**src/rtl/cla_nibble_seq.sv**
```systemverilog
// Two-requester adder that time-shares one external 4-bit CLA slice.
// Each accepted operation takes WIDTH/4 slice passes, LSB nibble first.
module cla_nibble_seq #(
    parameter int unsigned WIDTH = 16
) (
    input  logic             clk,
    input  logic             rst_n,
    input  logic             req0_valid,
    input  logic [WIDTH-1:0] req0_a,
    input  logic [WIDTH-1:0] req0_b,
    output logic             req0_ready,
    input  logic             req1_valid,
    input  logic [WIDTH-1:0] req1_a,
    input  logic [WIDTH-1:0] req1_b,
    output logic             req1_ready,
    output logic [3:0]       slice_a,
    output logic [3:0]       slice_b,
    output logic             slice_cin,
    input  logic [4:0]       slice_s,
    output logic             res_valid,
    output logic [WIDTH:0]   res_sum,
    output logic             res_id,
    input  logic             res_ready
);

    localparam int unsigned NIB = WIDTH / 4;
    localparam int unsigned KW  = (NIB > 1) ? $clog2(NIB) : 1;

    generate
        if ((WIDTH % 4) != 0 || WIDTH < 8) begin : g_bad_width
            $error("cla_nibble_seq: WIDTH must be a multiple of 4 and at least 8");
        end
    endgenerate

    typedef enum logic [1:0] {
        IDLE = 2'd0,
        RUN  = 2'd1,
        DONE = 2'd2
    } state_t;

    state_t           r_state;
    logic [WIDTH-1:0] r_a;
    logic [WIDTH-1:0] r_b;
    logic [WIDTH-1:0] r_acc;
    logic [KW-1:0]    r_k;
    logic             r_carry;
    logic [3:0]       r_slice_a;
    logic [3:0]       r_slice_b;
    logic             r_last_grant;
    logic             r_res_valid;
    logic [WIDTH:0]   r_res_sum;
    logic             r_res_id;

    logic             w_any_valid;
    logic             w_grant_id;
    logic             w_accept;
    logic [WIDTH-1:0] w_op_a;
    logic [WIDTH-1:0] w_op_b;
    logic             w_last_nib;
    logic [WIDTH-1:0] w_acc_next;

    // Round-robin: on a tie the requester not granted last wins.
    assign w_any_valid = req0_valid | req1_valid;
    assign w_grant_id  = (req0_valid && req1_valid) ? ~r_last_grant : req1_valid;
    assign w_accept    = (r_state == IDLE) && w_any_valid;

    assign req0_ready  = w_accept && !w_grant_id;
    assign req1_ready  = w_accept &&  w_grant_id;

    assign w_op_a      = w_grant_id ? req1_a : req0_a;
    assign w_op_b      = w_grant_id ? req1_b : req0_b;
    assign w_last_nib  = (r_k == KW'(NIB - 1));

    // Result nibbles enter at the top and shift down, so nibble 0 lands at bit 0.
    assign w_acc_next  = {slice_s[3:0], r_acc[WIDTH-1:4]};

    assign slice_a     = r_slice_a;
    assign slice_b     = r_slice_b;
    assign slice_cin   = r_carry;
    assign res_valid   = r_res_valid;
    assign res_sum     = r_res_sum;
    assign res_id      = r_res_id;

    // Operand registers shift right one nibble per pass; the slice drive is
    // preloaded one edge early so it is stable for the whole RUN cycle.
    always_ff @(posedge clk or negedge rst_n) begin
        if (!rst_n) begin
            r_state      <= IDLE;
            r_a          <= '0;
            r_b          <= '0;
            r_acc        <= '0;
            r_k          <= '0;
            r_carry      <= 1'b0;
            r_slice_a    <= 4'd0;
            r_slice_b    <= 4'd0;
            r_last_grant <= 1'b1;
            r_res_valid  <= 1'b0;
            r_res_sum    <= '0;
            r_res_id     <= 1'b0;
        end else begin
            case (r_state)
                IDLE: begin
                    if (w_accept) begin
                        r_a          <= w_op_a >> 4;
                        r_b          <= w_op_b >> 4;
                        r_slice_a    <= w_op_a[3:0];
                        r_slice_b    <= w_op_b[3:0];
                        r_carry      <= 1'b0;
                        r_k          <= '0;
                        r_acc        <= '0;
                        r_res_id     <= w_grant_id;
                        r_last_grant <= w_grant_id;
                        r_state      <= RUN;
                    end
                end
                RUN: begin
                    r_acc <= w_acc_next;
                    r_k   <= r_k + KW'(1);
                    if (w_last_nib) begin
                        r_res_sum   <= {slice_s[4], w_acc_next};
                        r_res_valid <= 1'b1;
                        r_slice_a   <= 4'd0;
                        r_slice_b   <= 4'd0;
                        r_carry     <= 1'b0;
                        r_state     <= DONE;
                    end else begin
                        r_slice_a <= r_a[3:0];
                        r_slice_b <= r_b[3:0];
                        r_a       <= r_a >> 4;
                        r_b       <= r_b >> 4;
                        r_carry   <= slice_s[4];
                    end
                end
                DONE: begin
                    if (res_ready) begin
                        r_res_valid <= 1'b0;
                        r_state     <= IDLE;
                    end
                end
                default: begin
                    r_state <= IDLE;
                end
            endcase
        end
    end

endmodule

```
**config.mk**
```make
export PLATFORM = sky130hd
export DESIGN_NAME = cla_nibble_seq
export DESIGN_NICKNAME = d
export VERILOG_FILES = /design/src/rtl/cla_nibble_seq.sv
export SDC_FILE = /design/constraint.sdc
export NUM_CORES = 1
export LEC_CHECK = 0
export CAP_MARGIN = 20
export CORE_ASPECT_RATIO = 0.5
export CORE_MARGIN = 2
export CORE_UTILIZATION = 30
export CTS_CLUSTER_DIAMETER = 30
export DETAILED_ROUTE_END_ITERATION = 10
export PLACE_DENSITY = 0.54
export SLEW_MARGIN = 20
export SYNTH_ARGS = -nofsm -noshare
export SYNTH_HDL_FRONTEND = slang
export SYNTH_SLANG_ARGS = --single-unit
```
**constraint.sdc**
```tcl
create_clock -name clk -period 4.57 [get_ports clk]
set_clock_uncertainty 0.05 [all_clocks]
set_input_delay 0.914 -clock clk [delete_from_list [all_inputs] [get_ports clk]]
set_output_delay 0.914 -clock clk [all_outputs]
set_load 0.005 [all_outputs]
```
---- Word level (Yosys, flattened, before mapping) ----
Index checks and enable logic that the tools add are counted.
Widths: inputs -> output; s select.
storage, ports and cells
  register bits ........................... 81
  input port bits ......................... 74
  logic and storage cells ................. 65
operators by class
  add/sub/neg operators ................... 1
  eq/ne operators ......................... 7
  muxes and demuxes ....................... 29
  bitwise logic cells ..................... 2
  reductions and logical operators ........ 14
operator list
  operator             count
  $mux 16              7
  $pmux 16 s2          3
  $mux 4               4
  $pmux 4 s2           2
  $reduce_and 3->1     3
  $mux 2               4
  $ne 2x2->1 const B   4
  $pmux 2 s3           1
  $reduce_and 2->1     3
  $mux 1               5
  $eq 2x2->1 const B   2
  $logic_and 1x1->1    4
  $pmux 1 s2           2
  $pmux 2 s2           1
  $reduce_bool 2->1    2
  $add 2x1->2 const B  1
  $eq 2x1->1 const B   1
  $logic_not 2->1      1
  $logic_not 1->1      1
  $not 1->1            1
  $or 1x1->1           1

---- Logic depth before layout (Yosys ltp) ----
  depth in word-level cells ............... 5
  mapped depth ............................ 6

---- Least setup slack after synthesis ----
Ideal clock, no wire load.
  path kind ............................... input to output
  start ................................... input req1_valid
  end ..................................... output req1_ready
  arrival ................................. 1.762 ns
  data required time ...................... 3.606 ns
  setup slack ............................. 1.844 ns
  cell stages on the path ................. 5
  cell sequence ........................... buf_4 a21bo_4 buf_6 buf_4 nor2_1
on the way
  word-level cells in the longest chain between the ends .. 3
ends and longest elaborated chain
  item                                             line    text
  start, declared                                  12      input logic req1_valid,
  $or 1x1->1 or $logic_and 1x1->1 (tied branches)  63, 64
  $logic_and 1x1->1 or $mux 1 (tied branches)      65, 64
  $logic_and 1x1->1 *                              68      assign req1_ready = w_accept && w_grant_id;
  end, declared                                    15      output logic req1_ready,
Mark *: on every way between the ends. The rest lies on a longest branch, timed or not.

---- Final worst setup path ----
  start ................................... input req0_valid
  end ..................................... output req1_ready
on the way
  word-level cells in the longest chain between the ends .. 3
ends and longest elaborated chain
  item                                             line    text
  start, declared                                  8       input logic req0_valid,
  $or 1x1->1 or $logic_and 1x1->1 (tied branches)  63, 64
  $logic_and 1x1->1 or $mux 1 (tied branches)      65, 64
  $logic_and 1x1->1 *                              68
Marks and branches as above.

==> qor.csv <==
stage,metric,value,unit
timing,grt_setup_unrepaired,no,
power,power_frac_comb,42.5,%
timing,fin_crit_sh,80.6,%
worst_setup_path,end_kind,output pin,
layout,register_area,1730,um^2
global_routing,grt_pass1_wl,15.4,mm
yosys,syn-cell-area,3460,um^2
power,p_seq_share,34.4,%
worst_setup_path,path_cells,clkdlybuf4s50_1 > a21bo_4 > nor2_1 > clkdlybuf4s50_1,
clock_tree,cts_resized,0,
route,via_count,2902,
yosys,synthTopCellsByArea,"dfrtp_1, o21ai_0, mux2_2",
layout,drive_above_1_share,11.8,%
min_path,hold_path_class,reg -> reg,
global_routing,track_usage,16.0,%
global_routing,grt_max_degree,70,
worst_setup_path,startpoint_type,primary input,
timing,max_freq,0.271,GHz
worst_setup_path,arrival,2720,ps
layout,layout.nets,493,
route,wire_per_inst,16.8,um
die,start_util,31.1,%
yosys,dominantRegCellSynth,dfrtp_1,
global_routing,antenna_found_initial,0,
die,die-area,12500,um^2
die,num_io_pins,104,
placement,gp_congestion,0.777,
power,peakVddDrop,0.253,mV
worst_setup_path,cpMostUsedCell,clkdlybuf4s50_1,
worst_setup_path,criticalPathCategory,in -> out,
job,maxCapViolCount,0,
clock_tree,clock_latency,330,ps
layout,syn_to_final_growth,41.5,%
clock_tree,cts_buffers,9,
power,power.internal,1.96,mW
timing,min_period,3680,ps
yosys,synth.distinct_cells,38,
worst_setup_path,cpLargestDelayFamily,buffers and inverters,
die,core_area,11100,um^2
route,met1Wirelength,4.58,mm
route,met3_length,452,um
route,highest_layer,met4,
clock_tree,clock-root-buffer,clkbuf_16,
route,postRouteAntennaNets,0,
route,wl_met2,4.41,mm
die,dieWidth,156,um
global_routing,gr-total-overflow,0,
yosys,synth-seq-area-share,50.0,%
global_routing,grt_pass1_vias,2973,
layout,n_fill_cell,1051,
clock_tree,htreeDepth,3,
timing,finalHoldViolCount,0,
worst_setup_path,cp.required,3610,ps
power,p_clk_share,23.1,%
clock_tree,path_clk_slew,50,ps
route,drc,0,
yosys,yosysWarnings,0,
layout,multiInputGateArea,1590,um^2
yosys,synth_edf_count,0,
yosys,yosysMostFrequentCell,dfrtp_1,
yosys,syn_inst,323,
yosys,synth_seq_cells,69,
timing,slew_viol_final,0,
power,p_sw,1.06,mW
timing,slew_headroom,36.8,%
worst_setup_path,slowest_stage,clkdlybuf4s50_1,
clock_tree,clk_path_buf_depth,2,
power,power_switching_share,35.1,%
power,leakagePower,1.98,nW
route,firstDrtPassIters,5,
timing,setup_viol,0,
worst_setup_path,cp_num_buf_inv,2,
yosys,synth_nets,399,
yosys,yosysTopAreaCellShare,49.2,%
yosys,avgSynthCellArea,10.7,um^2
die,num_rows,27,
layout,antenna_cells,0,
clock_tree,cts_tree,built,
clock_tree,cts.hold.buffers_added,0,
worst_setup_path,slowest_delay,670,ps
route,drt-total-wl,9.55,mm
placement,hpwl,6.41,mm
timing,worst_pin_slew,948,ps
clock_tree,cts_sinks,69,
worst_setup_path,cp_max_fo,13,
yosys,synth_common_cells,"dfrtp_1, o21ai_0, nand2_1, or3_1, mux2_2",
clock_tree,post_cts_buffers,0,
placement,placement.io_buffers,103,
route,viasPerCell,5.12,
yosys,async_flop_share,100,%
power,fin_total_pwr,3.02,mW
power,power_density,618,nW/um^2
timing,setup_tns,0,ps
die,fp.dieH,79.9,um
run_status,status,"finished, final reports clean",
yosys,yosysTopAreaCell,dfrtp_1,
route,dr.first_iter.drc_count,186,
==> state kept, by name, indices dropped and copies added (netlist names) <==
register and count:
res_id 1, r_last_grant 1, r_a 12, r_state 2
slice_cin 1, res_valid 1, res_sum 17, r_b 12
slice_a 4, slice_b 4, r_acc 12, r_k 2
==> routing by layer <==
layer	up-vias	GRT usage [%]
met1	1428	21.7
li1	1388	-
met2	77	25.2
met5	-	0
met4	0	4.77
met3	9	4.45
==> through the flow <==
step	hold WS, ps	setup WS, ps	utilization [%]	cell area (um^2)	std cells
6_report	430	886	44.0	4890	567
5_1_grt	445	849	44.0	4890	567
4_1_cts	431	906	44.0	4890	567
3_5_place_dp	418	912	41.3	4590	551
3_3_place_gp	423	919	41.3	4590	551
2_1_floorplan	398	1840	-	3460	323
==> power groups by stage <==
stage          Combinational [mW]  Sequential [mW]  Clock (mW)
2_1_floorplan               0.800             1.02           0
3_3_place_gp                 1.27             1.04           0
3_5_place_dp                 1.29             1.05           0
4_1_cts                      1.30             1.04       0.720
5_1_grt                      1.43             1.07       0.752
6_report                     1.29             1.04       0.698
==> kinds of logic (layout without fill, tap and decap cells) <==
logic type / Yosys count / count (layout) / synth area share (%)
simple gates: 91 / 91 / 16.0
mux: 33 / 33 / 10.2
buf+inv: 30 / 129 / 4.20
compound gates: 98 / 98 / 19.0
flops: 69 / 69 / 50.0
fa+ha+maj: 2 / 2 / 0.723
==> cell usage in the layout, fill, tap and decap left out, types with 8 or more instances in the layout <==
master             n
o211ai_1          15
a32o_1             9
o21ai_0           42
o2bb2ai_1          8
mux2i_1           16
buf_4              9
mux2_2            17
dfrtp_1           68
or3_1             18
clkbuf_16          9
a21oi_1           11
nand2_1           29
nand3b_1          10
clkdlybuf4s50_1  102
==> worst reg2reg max path, delay by kind of cell, from the launching register on <==
| family | cells | cell delay [ps] |
|---|---|---|
| flops | 1 | 410 |
| compound gates | 1 | 340 |
| simple gates | 2 | 860 |
| fa+ha+maj | 1 | 540 |
==> layout make-up <==
| cell class | instances | area share [%] |
|---|---|---|
| Inverter | 2 | 0.153 |
| Timing Repair Buffer | 111 | 22.2 |
| Clock buffer | 9 | 4.60 |
| Multi-Input combinational cell | 224 | 32.4 |
| Tap cell | 145 | 3.71 |
| Clock inverter | 7 | 1.53 |
| Sequential cell | 69 | 35.3 |
==> worst paths after layout <==
check / to / depth (start not counted) / startpoint / slack, ps
min reg2reg: res_id$_DFFE_PN0P_ / 1 / res_id$_DFFE_PN0P_ / 430
max reg2reg: r_a[7]$_DFFE_PN0P_ / 4 / r_k[0]$_DFFE_PN0P_ / 2260
max: req1_ready / 4 / req0_valid / 890
min: res_id$_DFFE_PN0P_ / 1 / res_id$_DFFE_PN0P_ / 430
max in group asynchronous: r_b[9]$_DFFE_PN0P_ / 1 / rst_n / 3230
min in group asynchronous: res_sum[8]$_DFFE_PN0P_ / 1 / rst_n / 640
Power figures use the tool's default switching activity.
==> edit 1: new RTL, same flow settings <==
Encoding of `state_t`: now one-hot (3 bits for 3 states).
--- a/src/rtl/cla_nibble_seq.sv
+++ b/src/rtl/cla_nibble_seq.sv
@@ -33,8 +33,8 @@
     endgenerate
 
-    typedef enum logic [1:0] {
-        IDLE = 2'd0,
-        RUN  = 2'd1,
-        DONE = 2'd2
+    typedef enum logic [2:0] {
+        IDLE = 3'b001,
+        RUN  = 3'b010,
+        DONE = 3'b100
     } state_t;
 
Formal check against the unedited RTL: same outputs for any inputs over 10 cycles, from zero or initial values and one cycle with rst_n low; not proved beyond that.
==> edit 1 against the unedited design <==
Routed wire length is 17% lower; worst setup slack improved by 410 ps; sequential share of layout area increased by 0.93 points; area after synthesis shrank 2.1%; total power shrank 3.2%; cell area is 1.1% lower; sequential cell count is 1 higher; final cell count shrank 8.1%; critical endpoint is now req0_ready; largest cell class unchanged.
==> edit 1: results (changes against the unedited design) <==
Global route
  • GRT Util Overall: 13.5% (was 16.0%)
  • GR Util met1: 17.5% (was 21.7%)
  • First-pass GRT wire length: 13,100 microns (was 15,400 microns)
  • Vias in the first global route: 2,530 (was 2,973)
  • Met3 GRT Util: 3.66% (was 4.45%)
  • Grt met2 use: 22.9% (was 25.2%)
  • Largest net degree at the start of global routing: 71 (was 70)

Worst setup path
  • WP data arrival: 2310 ps (was 2720 ps)
  • Max incr delay on CP: 570 ps (was 670 ps)
  • Critical-path maximum fanout: 4 (was 13)

Synth
  • Post-synthesis sequential area ratio: 51.8% (was 50.0%)
  • Post-synthesis cell type count: 34 (was 38)
  • Synth top cells by count: dfrtp_1, mux2_2, mux2i_1 (was dfrtp_1, o21ai_0, nand2_1)
  • Syn avg cell area: 12.4 sq um (was 10.7 sq um)
  • Synth area leaders: dfrtp_1, mux2_2, mux2i_1 (was dfrtp_1, o21ai_0, mux2_2)
  • Synthesized net count: 349 (was 399)
  • Synth Warn #: 0 (unchanged)

Detailed routing
  • Routed wire per std cell: 15.2 microns (was 16.8 microns)
  • Met2 routed WL: 3940 microns (was 4410 microns)
  • Routed WL: 7920 microns (was 9550 microns)
  • M1 WL: 3660 microns (was 4580 microns)
  • Drt first pass iters: 4 (was 5)
  • DR WL met3: 263 microns (was 452 microns)

Status
  • Status: complete, no violations (unchanged)

Clock tree
  • H-Tree Depth: 3 (unchanged)
  • Number of CTS-inserted buffers: 9 (unchanged)
  • Clock Tree Root: clkbuf_16 (unchanged)
  • CTS resizes: 0 (unchanged)

Placement
  • Routability cong.: 0.732 (was 0.777)
  • Final HPWL DP: 5610 microns (was 6410 microns)
  • Placed Instance Area: 0.00452 sq mm (was 0.00459 sq mm)
  • Placement Setup Slack: 1240 ps (was 912 ps)
  • Dpl cells: 505 (was 551)

STA
  • Worst Tran Pin Value: 986 ps (was 948 ps)

Layout
  • Layout Nets: 446 (was 493)
  • Share of post-route cells with drive strength above 1: 18.9% (was 11.8%)

Power
  • LEAKAGE: 2.08 nW (was 1.98 nW)
  • Maximum VDD drop: 0.000253 V (about the same)
  • Net Sw Frac: 30.7% (was 35.1%)
edit 1: cell count changes in the layout (fill, tap and decap cells not counted), moves of 9 or more:
| cell | change |
|---|---|
| a22o_1 | +13 |
| mux2_2 | +15 |
| mux2_4 | +13 |
| mux2i_1 | +16 |
| nand2_1 | -26 |
| nand3b_1 | -9 |
| nor2_1 | +24 |
| o211ai_1 | -15 |
| o21ai_0 | -32 |
| or3_1 | -17 |
edit 1: kinds of logic after synthesis:
logic type / after synthesis / synth area share [%]
multiplexers: 82 / 27.5
flip-flops: 70 / 51.8
AND/OR/NAND/NOR: 52 / 7.50
AO/OA/AOI/OAI: 48 / 9.31
buffers and inverters: 21 / 3.51
adder cells (fa/ha/maj): 1 / 0.369
edit 1: area by class of cell:
type / instances / area (sq um)
Fill cell: 1028 / 6170
Sequential cell: 70 / 1750
Multi-Input combinational cell: 183 / 1530
Timing Repair Buffer: 105 / 1040
Clock buffer: 9 / 225
Tap cell: 145 / 181
Clock inverter: 7 / 97.6
Inverter: 2 / 7.51
edit 1: worst paths after layout:
check | slack (ps) | startpoint | endpoint | cells past startpoint
setup / recovery | 1300 | req0_valid | req0_ready | 4
hold / removal | 440 | r_a[9] | r_a[9] | 1
setup reg to reg | 2180 | r_state[0] | r_a[2] | 3
hold reg to reg | 440 | r_a[9] | r_a[9] | 1
max in group asynchronous | 3210 | rst_n | r_acc[5] | 1
min in group asynchronous | 650 | rst_n | r_b[1] | 1
edit 1: power by group through the flow:
stage | clock (mW) | combinational [mW] | sequential (mW)
final | 0.750 | 1.12 | 1.05
after global routing | 0.801 | 1.23 | 1.09
after CTS | 0.771 | 1.14 | 1.05
after detailed placement | 0 | 1.14 | 1.06
after global placement | 0 | 1.11 | 1.05
after floorplan | 0 | 0.805 | 1.00
==> edit 2: new RTL, config.mk and constraints unchanged <==
Without the edit above. The parameter `WIDTH` goes from 16 to 32.
--- a/src/rtl/cla_nibble_seq.sv
+++ b/src/rtl/cla_nibble_seq.sv
@@ -2,5 +2,5 @@
 // Each accepted operation takes WIDTH/4 slice passes, LSB nibble first.
 module cla_nibble_seq #(
-    parameter int unsigned WIDTH = 16
+    parameter int unsigned WIDTH = 32
 ) (
     input  logic             clk,
Ports: changed (5 resized); port bits go from 104 to 184. The function was not compared with the original's and may differ.
==> edit 2 against the unedited design <==
Cell area grew 91%; total power increased by 90%; area after synthesis up 94%; worst setup slack lost 35 ps; synthesized cell count grew 100%; sequential cell count rose by 65; routed wire length increased by 120%; critical endpoint is now req0_ready; critical path type unchanged; core utilization fell by 1.2 points; register-to-register slack got worse by 670 ps.
==> edit 2: results (changes against the unedited design) <==
Status
  • Status: complete, no violations (unchanged)

Synth
  • Compound-Gate Fraction of Synth Area: 16.8% (was 19.0%)
  • Synthesized net count: 788 (was 399)
  • Synth Instances: 647 (was 323)
  • Synth area leaders: dfrtp_1, or3_1, a32o_1 (was dfrtp_1, o21ai_0, mux2_2)
  • Synth top cells by count: dfrtp_1, or3_1, nand2_1 (was dfrtp_1, o21ai_0, nand2_1)

STA
  • Fmax: 269 MHz (was 271 MHz)
  • Hold WS: 397 ps (was 430 ps)

Power
  • Clock share of power: 23.5% (was 23.1%)
  • Sequential cell power: 2.05 mW (was 1.04 mW)
  • Maximum VDD drop: 0.000260 V (was 0.000253 V)

Detailed routing
  • 1st-iter DRT viols: 421 (was 186)
  • Met2 routed WL: 10,200 microns (was 4410 microns)
  • M1 WL: 9420 microns (was 4580 microns)

Placement
  • Placement Setup Slack: 863 ps (was 912 ps)
  • Port bufs: 183 (was 103)
  • Placed Instance Area: 0.00876 sq mm (was 0.00459 sq mm)
  • Routability cong.: 0.754 (was 0.777)

Worst setup path
  • Max incr delay on CP: 620 ps (was 670 ps)
  • Worst r2r dst: r_a[4] (was r_a[7])
  • Worst r2r src: r_state[0] (was r_k[0])
  • WP data arrival: 2760 ps (was 2720 ps)
  • Worst R2R Setup Slack: 1590 ps (was 2260 ps)
  • Critical-path maximum fanout: 49 (was 13)
  • Critical Path Sink: req0_ready (was req1_ready)

Global route
  • Largest net degree at the start of global routing: 98 (was 70)
  • First-pass GRT wire length: 32,300 microns (was 15,400 microns)
  • Vias in the first global route: 5,784 (was 2,973)

Layout
  • Max reg flops: 33 (was 17)

Clock tree
  • Worst-Skew Late Latency: 420 ps (was 330 ps)
edit 2: changes by cell type after synthesis, moves of 7 or more:
cell / change
nand2_1: +35
and2_1: -7
o211ai_1: -7
a21oi_1: +39
dfrtp_1: +65
nor3b_1: -7
mux2_2: +16
clkbuf_1: +39
a32o_1: +39
nand3b_1: +39
or3_1: +78
edit 2: area by class of cell:
class                           count  area (sq um)  area share, %
Multi-Input combinational cell    442          3070           32.9
Clock buffer                       18           439           4.70
Timing Repair Buffer              197          1950           20.9
Tap cell                          300           375           4.02
Sequential cell                   134          3360           35.9
Inverter                            2          7.51         0.0804
Clock inverter                     14           136           1.46
edit 2: metal layers:
layer | track usage (%) | vias to the layer above
li1 | - | 2687
met1 | 22.9 | 2833
met2 | 29.8 | 97
met3 | 3.96 | 12
met4 | 4.58 | 0
met5 | 0 | -
